File: src/rtl/dmux4way_dispatcher.sv
// One-word valid/ready dispatcher that steers each word to one of four consumers, by explicit
// destination or round-robin. Optional beat counters are enabled with DMUX_DISPATCH_CNT_EN.
module dmux4way_dispatcher #(
  parameter int DATA_W = 16,
  parameter int CNT_W  = 8
) (
  input  logic              clk,
  input  logic              rst_n,
  input  logic              mode_rr,
  input  logic              in_valid,
  output logic              in_ready,
  input  logic [DATA_W-1:0] in_data,
  input  logic [1:0]        in_dest,
  output logic [3:0]        out_valid,
  input  logic [3:0]        out_ready,
  output logic [DATA_W-1:0] out_data,
  output logic [1:0]        sel,
  output logic              busy
`ifdef DMUX_DISPATCH_CNT_EN
  ,
  output logic [4*CNT_W-1:0] cnt_flat
`endif
);

  typedef enum logic {
    IDLE = 1'b0,
    HOLD = 1'b1
  } state_t;

  state_t     state, state_nxt;
  logic [1:0] rr_ptr;
  logic [1:0] tgt, tgt_rr, rr_idx;
  logic       accept, deliver;

  if (DATA_W < 1 || CNT_W < 1) begin : g_param_check
    $error("dmux4way_dispatcher: DATA_W and CNT_W must be positive");
  end

  // A handoff frees the buffer in the same cycle, so a new word can follow back-to-back.
  assign deliver  = (state == HOLD) & out_ready[sel];
  assign in_ready = (state == IDLE) | deliver;
  assign accept   = in_valid & in_ready;
  assign busy     = (state == HOLD);

  // Scan from the furthest offset down so the nearest ready channel after rr_ptr wins.
  // NOTE: every variable written in always_comb gets a default first, otherwise a latch is inferred.
  always_comb begin
    tgt_rr = rr_ptr;
    rr_idx = rr_ptr;
    for (int k = 3; k >= 0; k--) begin
      rr_idx = rr_ptr + 2'(k);
      if (out_ready[rr_idx]) tgt_rr = rr_idx;
    end
  end

  assign tgt = mode_rr ? tgt_rr : in_dest;

  always_comb begin
    state_nxt = state;
    case (state)
      IDLE:    if (accept) state_nxt = HOLD;
      HOLD:    if (deliver && !accept) state_nxt = IDLE;
      default: state_nxt = IDLE;
    endcase
  end

  // NOTE: sequential state uses non-blocking assignments so all registers update from pre-edge values.
  always_ff @(posedge clk or negedge rst_n) begin
    if (!rst_n) begin
      state     <= IDLE;
      out_valid <= '0;
      out_data  <= '0;
      sel       <= '0;
      rr_ptr    <= '0;
    end else begin
      state <= state_nxt;
      if (accept) begin
        out_data  <= in_data;
        sel       <= tgt;
        out_valid <= 4'b0001 << tgt;
        if (mode_rr) rr_ptr <= tgt + 2'd1;
      end else if (deliver) begin
        out_valid <= '0;
      end
    end
  end

`ifdef DMUX_DISPATCH_CNT_EN
  logic [CNT_W-1:0] cnt [4];

  // NOTE: this small counter array is reset element by element; large storage arrays are normally left unreset.
  always_ff @(posedge clk or negedge rst_n) begin
    if (!rst_n) begin
      for (int i = 0; i < 4; i++) cnt[i] <= '0;
    end else if (deliver) begin
      cnt[sel] <= cnt[sel] + 1'b1;
    end
  end

  always_comb begin
    cnt_flat = '0;
    for (int i = 0; i < 4; i++) cnt_flat[i*CNT_W +: CNT_W] = cnt[i];
  end
`else
  // Without counters, deliveries are not tallied and cnt_flat does not exist.
`endif

endmodule

File: config.mk
export PLATFORM = sky130hd
export DESIGN_NAME = dmux4way_dispatcher
export DESIGN_NICKNAME = d
export VERILOG_FILES = /design/src/rtl/dmux4way_dispatcher.sv
export SDC_FILE = /design/constraint.sdc
export NUM_CORES = 1
export LEC_CHECK = 0
export CAP_MARGIN = 15
export CORE_UTILIZATION = 44
export DETAILED_ROUTE_END_ITERATION = 6
export PLACE_DENSITY = 0.84
export RECOVER_POWER = 100
export SLEW_MARGIN = 10
export SYNTH_ARGS = -nofsm -noshare
export SYNTH_HDL_FRONTEND = slang
export SYNTH_SLANG_ARGS = --single-unit
File: constraint.sdc
create_clock -name clk -period 2.4 [get_ports clk]
set_input_delay 0.48 -clock clk [delete_from_list [all_inputs] [get_ports clk]]
set_output_delay 0.48 -clock clk [all_outputs]
set_load 0.02 [all_outputs]
==> impl_metrics.json <==
{
  "status": "completed",
  "hold_path_class": "reg -> reg",
  "use_met3_pct": 3.478,
  "netlist_top_cells_area": "dfrtp_1 56%, nand2_1 18%, buf_6 2.0%",
  "vias_per_cell": 5.123,
  "clk_transition_reported_paths_ns": 0.12,
  "netlist_area_um2": 1115,
  "cts_root_buf": "clkbuf_4",
  "die_h_um": 52.34,
  "post_layout_nonfiller_instances": 204,
  "synth_seq_cells": 25,
  "clockBufferDepth": 2,
  "grt_antenna_before_repair": 0,
  "synthCells": 118,
  "rsz0062_at_grt": "false",
  "peakVddDrop_mv": 0.8814,
  "slew_violations": 0,
  "period_needed_ns": 2.319,
  "grt_pass1_vias": 1107,
  "ys_seq_area_share_pct": 56.12,
  "dpl_worst_slack_ns": -0.1799,
  "synth_top_area_share_pct": 56.12,
  "hold_viol": 0,
  "final_common_cell": "nand2_1",
  "worstMarginPinSlew_ns": 1.293,
  "layout-drive-gt1-share_pct": 7.386,
  "grt.met1_usage_pct": 25.75,
  "yosysWarnings": 0,
  "grt_pass1_wl_um": 4685,
  "postCtsSetupRepairBufs": 0,
  "die_area_um2": 2739,
  "fin_setup_tns_ns": 0,
  "avgSynthCellArea_um2": 9.448,
  "first_iter_violations": 10,
  "cts_tree": "yes",
  "place_area_um2": 1677,
  "postLayoutCellArea_um2": 1687,
  "htreeDepth": 1,
  "setup_viol": 0,
  "crit_type": "in -> out",
  "port_buffers": 49,
  "areaGrowthSynthToFinish_pct": 51.29,
  "cts_sinks": 25,
  "cts_buffers": 3,
  "synth_area_leader_cell": "dfrtp_1",
  "die_w_um": 52.34,
  "fin_nets": 203,
  "cap_violations": 0,
  "ys_types": 25,
  "num_vias": 1045,
  "worst_slack_ns": 0.08113,
  "globalplace.congestion": 0.7406,
  "grt_max_degree": 26,
  "skew_ns": 0.005357,
  "grt_remaining_overflow": 0,
  "worstSkewPairLatency_ns": 0.30,
  "wl_per_cell_um": 13.61,
  "layout_common_cells": "53 x nand2_1, 25 x dfrtp_1, 24 x clkdlybuf4s50_1, 24 x dlygate4sd3_1, 6 x buf_4",
  "grt_usage_pct": 23.26,
  "relSlewSlack_pct": 13.80,
  "nFillCells": 185,
  "synth_fp_nets": 144,
  "drtAntennaViolNets": 0,
  "dp_cells": 200,
  "clock.fmax_ghz": 0.4312,
  "min_period_over_period_pct": 96.62,
  "cts_hold_buf": 0,
  "n_antenna_cell": 0,
  "crit_path_start_kind": "input port",
  "remaining_drc_errors": 0,
  "cp.arrival_ns": 1.84,
  "cp.required_ns": 1.92,
  "cp-end-kind": "output port",
  "io_pins": 50,
  "crit_fanout": 2,
  "initial_core_util_pct": 48.53,
  "p_total_mw": 1.915,
  "dpl.hpwl_um": 2211,
  "cellPowerDensity_nw_per_um2": 1136,
  "top_usage_layer": "met2",
  "rows": 17,
  "core_um2": 2297,
  "power_leakage_nw": 0.8394,
  "met2_usage_pct": 45.57,
  "dr.pass1.iters": 4,
  "wl_um": 2777,
  "cts_resized": 1
}
## kinds of logic (layout without fill, tap and decap cells)
| logic type | Yosys count | in the layout | share of synthesized area, % |
|---|---|---|---|
| compound gates | 18 | 18 | 10.89 |
| xor+xnor | 1 | 1 | 0.7858 |
| buf+inv | 9 | 67 | 4.825 |
| flops | 25 | 25 | 56.12 |
| mux | 4 | 4 | 4.826 |
| simple gates | 61 | 61 | 22.56 |
## registers in the layout, indices dropped and copies added (netlist names)
name	count
sel	2
out_valid	4
out_data	16
rr_ptr	2
busy	1
## through the flow
stage / util, % / hold slack (ns)
CTS: 74.07 / 0.4947
finish: 73.42 / 0.4853
floorplan: - / 0.1844
global route: 73.42 / 0.5167
global placement: 72.98 / 0.4575
detailed placement: 72.98 / 0.4652
## power breakdown
part	internal, mW	total, mW	leakage, nW	switching [mW]
registers	0.609	0.736	0.307	0.128
clock network	0.0647	0.177	0.0150	0.113
logic	0.449	1.00	0.517	0.553
total	1.12	1.92	0.839	0.793
## critical path: stages
cell and delay, ns:
clkdlybuf4s50_1 0.41, mux4_2 0.50, nand2b_4 0.16, clkdlybuf4s15_1 0.28
## layer usage
layer | vias up | wire [µm]
li1 | 502 | -
met1 | 509 | 1075
met2 | 32 | 1575
met3 | 2 | 109
met4 | 0 | 16
met5 | - | 0
## worst paths after layout
kind	slack (ns)	cells after the start	endpoint	startpoint
hold reg to reg	0.49	2	out_data[3]	out_data[3]
setup reg to reg	0.41	7	out_data[2]	sel[1]
min in group asynchronous	0.98	2	out_valid[1]	rst_n
max in group asynchronous	0.67	2	out_data[12]	rst_n
setup / recovery	0.08	4	in_ready	out_ready[3]
hold / removal	0.49	2	out_data[3]	out_data[3]
## cell usage after synthesis
cell	count
nand2_1	53
o21ai_0	3
a31oi_1	2
clkbuf_1	1
nor2_1	3
a22o_1	2
and2_4	1
mux2_2	1
mux4_2	1
nand2b_4	1
a21oi_1	3
xor2_1	1
a222oi_1	1
a21o_1	1
a211o_1	1
buf_4	1
a311oi_1	1
buf_6	2
mux2i_1	2
inv_1	4
nand2b_1	3
buf_2	1
dfrtp_1	25
o22ai_1	3
a21boi_0	1
## layout make-up
class                           count  area [µm²]  share of cell area (%)
Tap cell                           28       35.03                   2.077
Sequential cell                    25       625.6                   37.09
Inverter                            4       15.01                  0.8902
Timing Repair Buffer               59       550.5                   32.64
Multi-Input combinational cell     84       434.2                   25.74
Clock buffer                        4       26.28                   1.558
No activity file was read; power rests on OpenSTA's default activity.
